`src/rtl/serializer_par_if.sv`:
```
// Parallel-to-serial link bundle for serializer_par.
// slave modport: serializer side (takes parallel words, drives the serial wire).
// master modport: parallel data source / serial consumer side.
interface serializer_par_if #(
  parameter int DATA_W = 16
);
  localparam int MW = $clog2(DATA_W);

  logic [DATA_W-1:0] data_i;
  logic [MW-1:0]     data_mod_i;
  logic              data_val_i;
  logic              ser_data_o;
  logic              ser_data_val_o;
  logic              ser_last_o;
  logic              busy_o;

  modport master (
    output data_i, data_mod_i, data_val_i,
    input  ser_data_o, ser_data_val_o, ser_last_o, busy_o
  );

  modport slave (
    input  data_i, data_mod_i, data_val_i,
    output ser_data_o, ser_data_val_o, ser_last_o, busy_o
  );
endinterface

```
`src/rtl/serializer_par.sv`:
```
// serializer_par: shifts a DATA_W-bit word out one bit per clock, with a
// run-time length (0 means DATA_W), selectable bit order and a last-bit
// marker. Requests shorter than MIN_LEN, or arriving mid-transfer, are dropped.
// Optional feature macro SERIALIZER_PARITY_EN: appends one even-parity bit
// after the data bits and moves ser_last_o onto it.
module serializer_par #(
  parameter int DATA_W    = 16,
  parameter int MIN_LEN   = 3,
  parameter int MSB_FIRST = 1
) (
  input  logic             clk_i,
  input  logic             arst_n_i,
  serializer_par_if.slave  bus
);

  localparam int CW = $clog2(DATA_W);
  localparam logic [CW:0]   LEN_MAX = (CW+1)'(DATA_W);
  localparam logic [CW:0]   LEN_MIN = (CW+1)'(MIN_LEN);
  localparam logic [CW:0]   LEN_ONE = (CW+1)'(1);
  localparam logic [CW-1:0] CNT_ONE = CW'(1);

`ifdef SERIALIZER_PARITY_EN
  typedef enum logic [1:0] {IDLE = 2'd0, SEND = 2'd1, PARITY = 2'd2} state_t;
`else
  typedef enum logic [1:0] {IDLE = 2'd0, SEND = 2'd1} state_t;
`endif

  state_t            state_q;
  logic [CW-1:0]     cnt_q;
  logic [DATA_W-1:0] shreg_q;
  logic              ser_data_q;
  logic              ser_val_q;
  logic              ser_last_q;
  logic              busy_q;
`ifdef SERIALIZER_PARITY_EN
  logic              par_q;
`endif

  logic [CW:0]       len_eff;
  logic [CW:0]       len_m1;
  logic              accept;
  logic              tx_bit;
  logic [DATA_W-1:0] shreg_d;

  // Request decode and the bit leaving the shift register this cycle.
  // Acceptance looks at the FSM rather than busy_o so that the next word can
  // be taken while the final bit is still on the wire (one idle gap only).
  always_comb begin
    len_eff = (bus.data_mod_i == '0) ? LEN_MAX : {1'b0, bus.data_mod_i};
    len_m1  = len_eff - LEN_ONE;
    accept  = bus.data_val_i && (state_q == IDLE) && (len_eff >= LEN_MIN);
    if (MSB_FIRST != 0) begin
      tx_bit  = shreg_q[DATA_W-1];
      shreg_d = {shreg_q[DATA_W-2:0], 1'b0};
    end else begin
      tx_bit  = shreg_q[0];
      shreg_d = {1'b0, shreg_q[DATA_W-1:1]};
    end
  end

  // Transfer FSM with registered serial outputs; the counter holds the number
  // of data bits still to be presented after the current one.
  always_ff @(posedge clk_i or negedge arst_n_i) begin
    if (!arst_n_i) begin
      state_q    <= IDLE;
      cnt_q      <= '0;
      shreg_q    <= '0;
      ser_data_q <= 1'b0;
      ser_val_q  <= 1'b0;
      ser_last_q <= 1'b0;
      busy_q     <= 1'b0;
`ifdef SERIALIZER_PARITY_EN
      par_q      <= 1'b0;
`endif
    end else begin
      case (state_q)
        IDLE: begin
          ser_data_q <= 1'b0;
          ser_val_q  <= 1'b0;
          ser_last_q <= 1'b0;
          busy_q     <= 1'b0;
          if (accept) begin
            shreg_q <= bus.data_i;
            cnt_q   <= len_m1[CW-1:0];
            state_q <= SEND;
`ifdef SERIALIZER_PARITY_EN
            par_q   <= 1'b0;
`endif
          end
        end
        SEND: begin
          ser_data_q <= tx_bit;
          ser_val_q  <= 1'b1;
          busy_q     <= 1'b1;
          shreg_q    <= shreg_d;
`ifdef SERIALIZER_PARITY_EN
          par_q      <= par_q ^ tx_bit;
`endif
          if (cnt_q == '0) begin
`ifdef SERIALIZER_PARITY_EN
            ser_last_q <= 1'b0;
            state_q    <= PARITY;
`else
            ser_last_q <= 1'b1;
            state_q    <= IDLE;
`endif
          end else begin
            ser_last_q <= 1'b0;
            cnt_q      <= cnt_q - CNT_ONE;
          end
        end
`ifdef SERIALIZER_PARITY_EN
        PARITY: begin
          ser_data_q <= par_q;
          ser_val_q  <= 1'b1;
          ser_last_q <= 1'b1;
          busy_q     <= 1'b1;
          state_q    <= IDLE;
        end
`endif
        default: begin
          state_q    <= IDLE;
          ser_data_q <= 1'b0;
          ser_val_q  <= 1'b0;
          ser_last_q <= 1'b0;
          busy_q     <= 1'b0;
        end
      endcase
    end
  end

  assign bus.ser_data_o     = ser_data_q;
  assign bus.ser_data_val_o = ser_val_q;
  assign bus.ser_last_o     = ser_last_q;
  assign bus.busy_o         = busy_q;

endmodule
```
`src/flat_wrapper.sv`:
```
// flat-port wrapper written by rule: the top's interface ports become plain ports
module serializer_par_flat 
#(
  parameter int DATA_W    = 16,
  parameter int MIN_LEN   = 3,
  parameter int MSB_FIRST = 1
)
  (clk_i, arst_n_i, bus_data_i, bus_data_mod_i, bus_data_val_i, bus_ser_data_o, bus_ser_data_val_o, bus_ser_last_o, bus_busy_o);
  serializer_par_if #(.DATA_W(DATA_W)) bus_i ();
  input  logic clk_i;
  input  logic arst_n_i;
  input wire logic [$bits(bus_i.data_i)-1:0] bus_data_i;
  input wire logic [$bits(bus_i.data_mod_i)-1:0] bus_data_mod_i;
  input wire logic [$bits(bus_i.data_val_i)-1:0] bus_data_val_i;
  output wire logic [$bits(bus_i.ser_data_o)-1:0] bus_ser_data_o;
  output wire logic [$bits(bus_i.ser_data_val_o)-1:0] bus_ser_data_val_o;
  output wire logic [$bits(bus_i.ser_last_o)-1:0] bus_ser_last_o;
  output wire logic [$bits(bus_i.busy_o)-1:0] bus_busy_o;
  assign bus_i.data_i = bus_data_i;
  assign bus_i.data_mod_i = bus_data_mod_i;
  assign bus_i.data_val_i = bus_data_val_i;
  assign bus_ser_data_o = bus_i.ser_data_o;
  assign bus_ser_data_val_o = bus_i.ser_data_val_o;
  assign bus_ser_last_o = bus_i.ser_last_o;
  assign bus_busy_o = bus_i.busy_o;
  serializer_par #(.DATA_W(DATA_W), .MIN_LEN(MIN_LEN), .MSB_FIRST(MSB_FIRST)) u_core (.clk_i(clk_i), .arst_n_i(arst_n_i), .bus(bus_i));
endmodule
```
`config.mk`:
```
export PLATFORM = sky130hd
export DESIGN_NAME = serializer_par_flat
export DESIGN_NICKNAME = d
export VERILOG_FILES = /design/src/rtl/serializer_par_if.sv /design/src/rtl/serializer_par.sv /design/src/flat_wrapper.sv
export SDC_FILE = /design/constraint.sdc
export NUM_CORES = 1
export LEC_CHECK = 0
export CAP_MARGIN = 30
export CORE_MARGIN = 4
export CORE_UTILIZATION = 50
export CTS_BUF_LIST = sky130_fd_sc_hd__clkbuf_4
export CTS_CLUSTER_SIZE = 25
export DETAILED_ROUTE_END_ITERATION = 12
export DONT_BUFFER_PORTS = 1
export REMOVE_ABC_BUFFERS = 1
export SYNTH_ARGS = -nofsm -noshare
export SYNTH_HDL_FRONTEND = slang
export SYNTH_SLANG_ARGS = --single-unit
export TNS_END_PERCENT = 30
```
`constraint.sdc`:
```
create_clock -name clk_i -period 6 [get_ports clk_i]
set_clock_uncertainty 0.2 [all_clocks]
set_input_delay 1.2 -clock clk_i [delete_from_list [all_inputs] [get_ports clk_i]]
set_output_delay 1.2 -clock clk_i [all_outputs]
set_load 0.05 [all_outputs]
```
* After elaboration in Yosys (flattened, before gate mapping) *
Index checks and enable logic that the tools add are counted.

storage, ports and cells
  flip-flop bits (word level) = 25
  output and inout bits = 4

cells by class
  equal/unequal tests = 4
  add/sub/neg operators = 2
  muxes and demuxes = 13
  reduce and logical (&&, ||, !) cells = 9
  $lt $le $gt $ge = 1

operators by type and width
  cell                                                                      number
  16-bit case mux with 2 select lines                                       1
  16-bit 2-to-1 mux                                                         1
  4-bit zero test                                                           2
  4-bit 2-to-1 mux                                                          2
  4-bit case mux with 2 select lines                                        1
  4-bit by 1-bit subtractor with 4-bit output (second input constant)       2
  5-bit by 2-bit >= comparator with 1-bit output (second input constant)    1
  5-bit 2-to-1 mux                                                          1
  1-bit 2-to-1 mux                                                          4
  2-bit 2-to-1 mux                                                          2
  2-bit by 1-bit inequality test with 1-bit output (second input constant)  2
  2-bit case mux with 2 select lines                                        1
  2-bit AND reduction                                                       2
  3-bit AND reduction                                                       1
  2-bit by 1-bit == test with 1-bit output (second input constant)          1
  1-bit logical AND                                                         2
  2-bit zero test                                                           1
  2-bit inequality test (second input constant)                             1
  2-bit nonzero test                                                        1

* Logic depth before layout (Yosys ltp) *
  word-level depth = 6
  depth in mapped cells = 6
  mapped depth without buffers = 4

* Worst setup path before layout *
Ideal clock, no wire load.

  path type = input to register
  from = input bus_data_mod_i[0]
  to = register u_core.shreg_q[12]
  data arrival time = 2.456 ns
  setup time = 0.125 ns
  stages on the path = 5
  setup slack = 3.219 ns
  cell sequence = xnor2_1 -> o31ai_4 -> buf_8 -> mux2_4 -> mux2_2

between the ends
  longest elaborated chain between the ends = 6

RTL lines
  item                                                                   line                  RTL
  start: declaration                                                     flat_wrapper.sv:13    input wire logic [$bits(bus_i.data_mod_i)-1:0] bus_data_mod_i;
  4-bit zero test                                                        serializer_par.sv:49  len_eff = (bus.data_mod_i == '0) ? LEN_MAX : {1'b0, bus.data_mod_i};
  5-bit 2-to-1 mux (*)                                                   serializer_par.sv:49
  5-bit by 2-bit >= comparator with 1-bit output (*)                     serializer_par.sv:51  accept = bus.data_val_i && (state_q == IDLE) && (len_eff >= LEN_MIN);
  1-bit logical AND (*)                                                  serializer_par.sv:51
  2-bit by 1-bit inequality test with 1-bit output (no source line) (*)  -
  2-bit AND reduction (no source line) (*)                               -
  end signal: assignment                                                 serializer_par.sv:83  shreg_q <= bus.data_i;
  end signal: assignment                                                 serializer_par.sv:95  shreg_q <= shreg_d;
  end: declaration                                                       serializer_par.sv:30  logic [DATA_W-1:0] shreg_q;

Mark *: on every way between the ends. The rest lies on a longest branch, timed or not.
A chain may end at the register's enable or synchronous reset.

==> flow_summary.ini <==
[status]
outcome = completed

[flow_run]
max_cap_violations = 0

[power_and_ir_drop]
p_comb_share_pct = 33.6
p_seq_share_pct = 54.5
p_int_mw = 0.394
p_sw_mw = 0.214
ir_drop_mv = 0.319
p_leak_nw = 0.601
powerDensity_mw_per_mm2 = 476
swShare_pct = 35.2
clockPowerShare_pct = 11.9

[layout]
num_antenna_cells = 0
layout-drive-gt1-share_pct = 48.2
nFillCells = 187
fin_cells = 113
area_delta_synth_final_pct = 2.71
nets = 110

[clock_network]
numCtsBuffers = 3
cts_max_level = 1
clock_path_buffers = 2
clk_pin_slew_ns = 0.13
cts_hold_buf = 0
clk-insertion-delay-late_ns = 0.31
clockRootBuffer = clkbuf_4
cts_resized = 0
numClockSinks = 24
postCtsSetupBuffers = 0
cts_tree = done

[detailed_routing]
via_per_inst = 5.87
vias = 663
drc = 0
ant_nets = 0
drt_wl_total_mm = 1.90
drt_first_pass_iters = 2
drtIter0Drc = 20
wire_per_inst_um = 16.8

[logic_synthesis]
synth-adder-area-share_pct = 1.01
synth_top_area_share_pct = 48.2
synth.avg_cell_area_sq_um = 14.6
yosysWarnings = 0
synth_mux_area_share_pct = 35.4
yosys-top-cells-count = dfrtp_1 (24), mux2_2 (24), mux2_4 (8), mux2i_1 (5)
yosysTopAreaCell = dfrtp_1
synth_cell_types = 25
synth_flop_cell = dfrtp_1
synth_compound_area_share_pct = 4.32
synth-async-reset-ratio_pct = 100
synth.area.top_cells = dfrtp_1 (48%), mux2_2 (22%), mux2_4 (9.6%)
synth_top_family_by_area = multiplexers
syn-instance-count = 85
synth_xor_area_share_pct = 1.41
synth-edff-count = 0
ys_ff_latch = 24
yosysSeqAreaShare_pct = 48.2
mappedNetlistArea_sq_mm = 0.00124
yosys.area_share.simple_pct = 5.93

[global_route]
grt_use_total_pct = 13.4
first_global_vias = 736
grt_overflow = 0
grt_max_degree = 28
antenna_found_initial = 0
grt_pass1_wl_mm = 3.43

[sta]
tightest_slew_ns = 0.991
hold_viol = 0
finalMaxSlewViolations = 0
max_freq_mhz = 378
rsz0062_at_grt = no
tns_ns = 0
slew_headroom_pct = 33.9
finalCriticalPeriod_ns = 2.65
setup_violations = 0
period_share_pct = 44.1

[floorplan]
die_x_um = 57.9
rows = 17
io_pins = 27
dieArea_sq_mm = 0.00335
die_h_um = 57.9
initial_core_util_pct = 54.2
coreArea_sq_mm = 0.00230

[worst_setup_path]
critical_path_required_ns = 4.60
end_kind = output port
path_class = flop to output port
cp_data_arrival_time_ns = 1.25
startpoint_type = flop
critPathMaxFanout = 2

[place]
dp_hpwl_mm = 1.32
numPortBuffers = 0
gp_congestion = 0.691
dpl.cell_count = 108

[worst_hold_path]
hold_class = flop to flop
==> worst register-to-register path, cell delays in order, from the launching register on <==
cell	delay, ns
dfrtp_1	1.02
mux2i_1	0.23
ha_1	0.27
or4_1	0.46
o2111a_1	0.13
==> sequential cells by signal, indices dropped and copies added (netlist names) <==
signal,count
u_core.bus.busy_o,1
u_core.shreg_q,16
u_core.state_q,1
u_core.bus.ser_data_o,1
u_core.bus.ser_last_o,1
u_core.cnt_q,4
==> metal layers <==
metal	track usage [%]	wire length, um	vias up
met5	0	0	-
met4	4.97	23	0
met3	6.24	156	4
met2	21.0	882	21
met1	16.2	836	328
li1	-	-	310
==> final timing paths <==
kind,end,cells past startpoint,slack [ns],from
max,bus_ser_data_val_o,0,3.35,u_core.bus.busy_o$_DFF_PN0_
min,u_core.bus.ser_data_o$_DFF_PN0_,1,0.30,u_core.shreg_q[15]$_DFFE_PN0P_
max reg2reg,u_core.cnt_q[2]$_DFFE_PN0P_,4,3.59,u_core.state_q[0]$_DFFE_PN0P_
min reg2reg,u_core.bus.ser_data_o$_DFF_PN0_,1,0.30,u_core.shreg_q[15]$_DFFE_PN0P_
max in group asynchronous,u_core.shreg_q[4]$_DFFE_PN0P_,0,5.17,arst_n_i
min in group asynchronous,u_core.cnt_q[1]$_DFFE_PN0P_,0,0.36,arst_n_i
==> layout make-up <==
type / instances / area, sq um / area share, %
inverter: 1 / 3.75 / 0.294
clock buffer: 3 / 22.5 / 1.76
timing repair buffer: 1 / 15.0 / 1.17
sequential: 24 / 601 / 47.0
multi-input combinational: 55 / 598 / 46.8
tap: 28 / 35.0 / 2.74
clock inverter: 1 / 3.75 / 0.294
==> metrics by stage <==
stage	area, sq um	util [%]	hold WS, ns	power (mW)	worst slack (ns)
2_1_floorplan	1200	-	0.253	0.504	3.02
4_1_cts	1260	55.0	0.303	0.614	3.12
6_report	1280	55.7	0.300	0.608	3.35
5_1_grt	1280	55.7	0.323	0.658	3.31
3_5_place_dp	1240	53.9	0.276	0.542	2.77
3_3_place_gp	1240	53.9	0.262	0.534	2.80
==> logic make-up (layout without fill, tap and decap cells) <==
kind of cell / Yosys count / after routing
fa+ha+maj: 1 / 1
xor+xnor: 2 / 2
buf+inv: 6 / 6
simple gates: 11 / 11
flops: 24 / 24
mux: 37 / 37
compound gates: 4 / 4
==> power by group through the flow <==
stage | registers, mW | clock network [mW] | logic (mW)
final | 0.331 | 0.0726 | 0.204
after global routing | 0.342 | 0.0811 | 0.235
after CTS | 0.332 | 0.0755 | 0.207
after detailed placement | 0.336 | 0 | 0.206
after global placement | 0.334 | 0 | 0.200
after floorplan | 0.317 | 0 | 0.186
==> cells in the final DEF (no fill, tap or decap), types with 2 or more instances in the layout <==
master and n:
xnor2_1 2, clkbuf_4 3, nor2_1 2, or4_1 2, mux2_4 8, mux2i_1 5, mux2_2 24, dfrtp_1 24
No activity file was read; power rests on OpenSTA's default activity.
